[config.mk]
export PLATFORM = sky130hd
export DESIGN_NAME = seg_scan_blank_flat
export DESIGN_NICKNAME = d
export VERILOG_FILES = /design/src/rtl/seg_scan_blank_if.sv /design/src/rtl/seg_scan_blank.sv /design/src/flat_wrapper.sv
export SDC_FILE = /design/constraint.sdc
export NUM_CORES = 1
export LEC_CHECK = 0
export CORE_UTILIZATION = 46
export DETAILED_ROUTE_END_ITERATION = 16
export PLACE_DENSITY = 0.75
export SETUP_SLACK_MARGIN = 0.3
export SLEW_MARGIN = 20
export SYNTH_ARGS = -nofsm -noshare
export SYNTH_HDL_FRONTEND = slang
export SYNTH_SLANG_ARGS = --single-unit
[constraint.sdc]
create_clock -name clk -period 1.9 [get_ports clk]
set_input_delay 0.475 -clock clk [delete_from_list [all_inputs] [get_ports clk]]
set_output_delay 0.475 -clock clk [all_outputs]
set_load 0.03 [all_outputs]
[src/rtl/seg_scan_blank_if.sv]
// Display-side bundle for seg_scan_blank: value/hold in, scan index/nibble/enables/wrap out.
// The master drives the value to show; the slave is the scanner.
interface seg_scan_blank_if #(
  parameter int unsigned DIGITS = 8
);
  localparam int unsigned AN_W  = (DIGITS > 1) ? $clog2(DIGITS) : 1;
  // With one digit there are no enable bits; a single bit is kept and held low.
  localparam int unsigned EN_HI = (DIGITS > 1) ? DIGITS - 1 : 1;

  logic [4*DIGITS-1:0] d;
  logic                hold;
  logic [AN_W-1:0]     an;
  logic [3:0]          data;
  logic [EN_HI:1]      en;
  logic                wrap;

  modport master (
    output d, hold,
    input  an, data, en, wrap
  );

  modport slave (
    input  d, hold,
    output an, data, en, wrap
  );
endinterface

[src/rtl/seg_scan_blank.sv]
// Multiplexed hex display scanner with per-frame snapshot of the value.
// Define SEG_SCAN_LZB_EN to blank leading zero digits (shortens the scan to the top nonzero digit).
module seg_scan_blank #(
  parameter int unsigned DIGITS   = 8,
  parameter int unsigned SCAN_DIV = 100000
) (
  input  logic              clk,
  input  logic              rst,
  seg_scan_blank_if.slave   bus
);
  localparam int unsigned AN_W  = (DIGITS > 1) ? $clog2(DIGITS) : 1;
  localparam int unsigned CNT_W = (SCAN_DIV > 1) ? $clog2(SCAN_DIV) : 1;
  localparam int unsigned EN_HI = (DIGITS > 1) ? DIGITS - 1 : 1;

  logic [CNT_W-1:0]    cnt_q, cnt_d;
  logic [AN_W-1:0]     an_q, an_d;
  logic [4*DIGITS-1:0] shadow_q, shadow_d;
  logic                wrap_q, wrap_d;
  logic                tick;
  logic [AN_W-1:0]     top;
  logic [EN_HI:1]      en_vec;

`ifdef SEG_SCAN_LZB_EN
  // A digit is enabled when it or any more significant snapshot digit is nonzero.
  always_comb begin : lzb
    logic seen;
    seen   = 1'b0;
    en_vec = '0;
    top    = '0;
    for (int unsigned k = DIGITS - 1; k >= 1; k--) begin
      seen      = seen | (|shadow_q[4*k +: 4]);
      en_vec[k] = seen;
    end
    for (int unsigned k = 1; k < DIGITS; k++) begin
      if (en_vec[k]) top = AN_W'(k);
    end
  end
`else
  always_comb begin : no_lzb
    en_vec = (DIGITS > 1) ? '1 : '0;
    top    = AN_W'(DIGITS - 1);
  end
`endif

  always_comb begin : next_state
    tick     = (cnt_q == CNT_W'(SCAN_DIV - 1));
    cnt_d    = tick ? '0 : cnt_q + CNT_W'(1);
    an_d     = an_q;
    shadow_d = shadow_q;
    wrap_d   = 1'b0;
    if (tick) begin
      if (an_q < top) begin
        an_d = an_q + AN_W'(1);
      end else begin
        // End of frame: restart at digit 0 and take the next snapshot unless frozen.
        an_d   = '0;
        wrap_d = 1'b1;
        if (!bus.hold) shadow_d = bus.d;
      end
    end
  end

  always_ff @(posedge clk or posedge rst) begin
    if (rst) begin
      cnt_q    <= '0;
      an_q     <= '0;
      shadow_q <= '0;
      wrap_q   <= 1'b0;
    end else begin
      cnt_q    <= cnt_d;
      an_q     <= an_d;
      shadow_q <= shadow_d;
      wrap_q   <= wrap_d;
    end
  end

  assign bus.an   = an_q;
  assign bus.data = shadow_q[{an_q, 2'b00} +: 4];
  assign bus.en   = en_vec;
  assign bus.wrap = wrap_q;
endmodule

[src/flat_wrapper.sv]
// flat-port wrapper written by rule: the top's interface ports become plain ports
module seg_scan_blank_flat 
#(
  parameter int unsigned DIGITS   = 8,
  parameter int unsigned SCAN_DIV = 100000
)
  (clk, rst, bus_d, bus_hold, bus_an, bus_data, bus_en, bus_wrap);
  seg_scan_blank_if #(.DIGITS(DIGITS)) bus_i ();
  input  logic clk;
  input  logic rst;
  input wire logic [$bits(bus_i.d)-1:0] bus_d;
  input wire logic [$bits(bus_i.hold)-1:0] bus_hold;
  output wire logic [$bits(bus_i.an)-1:0] bus_an;
  output wire logic [$bits(bus_i.data)-1:0] bus_data;
  output wire logic [$bits(bus_i.en)-1:0] bus_en;
  output wire logic [$bits(bus_i.wrap)-1:0] bus_wrap;
  assign bus_i.d = bus_d;
  assign bus_i.hold = bus_hold;
  assign bus_an = bus_i.an;
  assign bus_data = bus_i.data;
  assign bus_en = bus_i.en;
  assign bus_wrap = bus_i.wrap;
  seg_scan_blank #(.DIGITS(DIGITS), .SCAN_DIV(SCAN_DIV)) u_core (.clk(clk), .rst(rst), .bus(bus_i));
endmodule
==> results.json <==
{
  "grt_pass1_vias": 1853,
  "crit_fanout": 4,
  "netlist.area_leader.share_pct": 53.3,
  "coreArea_mm2": 0.00517,
  "die_h_um": 75.5,
  "gp_congestion": 0.923,
  "num_vias": 1811,
  "worstPathArrival_ps": 1850,
  "postRouteAntennaNets": 0,
  "grt_pass1_wl_um": 9310,
  "synth_warnings": 0,
  "yosysUniqueCellTypes": 30,
  "critPathLaunchType": "flip-flop",
  "rsz0062_at_grt": "true",
  "fin_tns_setup_ps": -1670,
  "port_buffers": 42,
  "p_per_area_mw_per_mm2": 580,
  "cts-htree-levels": 2,
  "ioPinCount": 50,
  "area_growth_pct": 51.2,
  "fin_hold_ws_ps": 468,
  "power_leakage_nw": 1.73,
  "required_ps": 1420,
  "grt_max_degree": 29,
  "synth_area_mm2": 0.00249,
  "setup_viol": 11,
  "critPathMaxStageDelay_ps": 500,
  "clock_latency_ps": 310,
  "fmax_ghz": 0.430,
  "dp_cells": 324,
  "cts_buffers": 5,
  "synth.area.top_cells": "dfrtp_1, mux2_1, mux4_2, buf_4, xnor2_1",
  "reg2reg_from": "u_core.bus.an[0]",
  "drtIter0Drc": 121,
  "path_class": "reg -> out",
  "cts_hold_buffers": 0,
  "ys_seq_area_share_pct": 53.3,
  "hold_viol": 0,
  "die-area_mm2": 0.00571,
  "drt_wl_total_um": 6140,
  "finalPower_mw": 2.18,
  "diodes": 0,
  "drive_gt1_share_pct": 46.8,
  "period_needed_ps": 2330,
  "final_max_slew_viol_count": 0,
  "die_w_um": 75.5,
  "rows": 26,
  "setup_ws_ps": -426,
  "grt_usage_pct": 22.7,
  "drt-wirelength-per-cell_um": 17.6,
  "clk_pin_slew_worst_paths_ps": 90,
  "clockBufferDepth": 2,
  "syn_area_per_cell_um2": 13.5,
  "nNetsFinal": 314,
  "maxCapViolCount": 0,
  "first_pass_iters": 4,
  "finalCritPeriodShare_pct": 122,
  "violations": "negative setup slack",
  "overflow": 0,
  "ys_ff_latch": 53,
  "cp-end-kind": "output pin",
  "fin_skew_ps": 9.90,
  "status": "finished, violations left",
  "viasPerCell": 5.20,
  "initial_core_util_pct": 48.1,
  "cts_root_buffer": "clkbuf_8",
  "tritoncts": "built",
  "hold_path_class": "in -> async",
  "cts_sinks": 53,
  "fin_area_mm2": 0.00376,
  "synth_top_area_cell": "dfrtp_1",
  "placed_area_mm2": 0.00339,
  "crit_path_start": "u_core.bus.an[0]",
  "path_cells": "buf_6, buf_8, mux4_2, mux2_4, buf_6",
  "dp_hpwl_um": 4060,
  "crit_top_cell": "buf_6",
  "antenna_found_initial": 0,
  "vdd_drop_max_v": 0.000371,
  "drc": 0,
  "syn_inst": 184,
  "final_cells": 348,
  "slowest_stage": "mux4_2"
}
[where the power goes]
group	total, mW	internal [mW]	switching [mW]
clock network	0.767	0.396	0.371
registers	1.19	1.16	0.0237
logic	0.231	0.147	0.0837
total	2.18	1.70	0.479
[metrics by stage]
| stage | setup WS, ps | utilization [%] |
|---|---|---|
| CTS | -404 | 71.1 |
| floorplan | -40.5 | - |
| detailed placement | -464 | 65.5 |
| global placement | -429 | 65.5 |
| global route | -480 | 72.7 |
| finish | -426 | 72.7 |
[layer usage]
layer	vias up	part of all wire (%)	GRT usage (%)
met5	-	0	0
met4	0	1.3	8.23
met3	6	3.8	4.23
met2	58	50	36.4
met1	907	45	31.2
li1	840	-	-
[cells in the mapped netlist (all sizes together)]
cell	n
dfrtp	53
mux2	36
buf	11
nor2	11
nand2	9
mux4	8
xnor2	8
nand3	6
nand4	6
xor2	6
and4	4
nor3	4
o21ai	4
a21oi	2
clkbuf	2
ha	2
nor4	2
nor4b	2
and2	1
and4b	1
conb	1
inv	1
mux2i	1
nand2b	1
or3	1
or4	1
[worst max-delay path, delay by kind of cell (launching register included)]
kind	cells	cell delay [ps]
buffers and inverters	3	350
flip-flops	1	400
multiplexers	2	790
[flip-flops by register name, indices dropped and copies added, names as in the netlist]
register	count
u_core.bus.wrap	1
u_core.shadow_q	32
u_core.bus.an	3
u_core.cnt_q	17
[final timing paths]
kind | to | depth (start not counted) | slack, ps
worst max-delay path | bus_data[1] | 5 | -430
worst min-delay path | u_core.shadow_q[5] | 2 | 470
worst max register to register | u_core.shadow_q[31] | 9 | -10
worst min register to register | u_core.shadow_q[9] | 1 | 520
max in group asynchronous | u_core.cnt_q[3] | 3 | 950
min in group clk | u_core.shadow_q[9] | 1 | 520
[repair_timing]
action | CTS | global route
setup endpoints to repair | 45 | 49
gates resized for setup | 49 | 17
gates cloned | 1 | 0
buffers inserted | 12 | 3
pin swaps | 5 | 4
[cells by family after synthesis]
| family | Yosys count | synth area share (%) |
|---|---|---|
| AOI/OAI and AO/OA | 6 | 1.21 |
| xor gates and xnor gates | 14 | 4.93 |
| adders and majority gates | 2 | 1.01 |
| buffers and inverters | 14 | 3.67 |
| DFF | 53 | 53.3 |
| muxes | 45 | 23.9 |
| other | 1 | 0.151 |
| and+or+nand+nor | 49 | 11.8 |
[cell type report]
| type | count | area [um2] |
|---|---|---|
| clock inverter | 2 | 38.8 |
| sequential | 53 | 1330 |
| clock buffer | 6 | 72.6 |
| fill | 321 | 1410 |
| timing repair buffer | 93 | 896 |
| multi-input combinational | 123 | 1330 |
| inverter | 1 | 7.51 |
| tap | 70 | 87.6 |
[placed cells by master (no fill, tap or decap), drive strengths merged, types with 6 or more instances in the layout]
cell,count
dfrtp,53
nor2,11
nand3,6
clkbuf,6
nand4,6
xor2,6
conb,7
xnor2,8
mux4,8
mux2,36
clkdlybuf4s50,34
buf,58
nand2,9
Note: power is estimated with default switching activity, not from simulation.
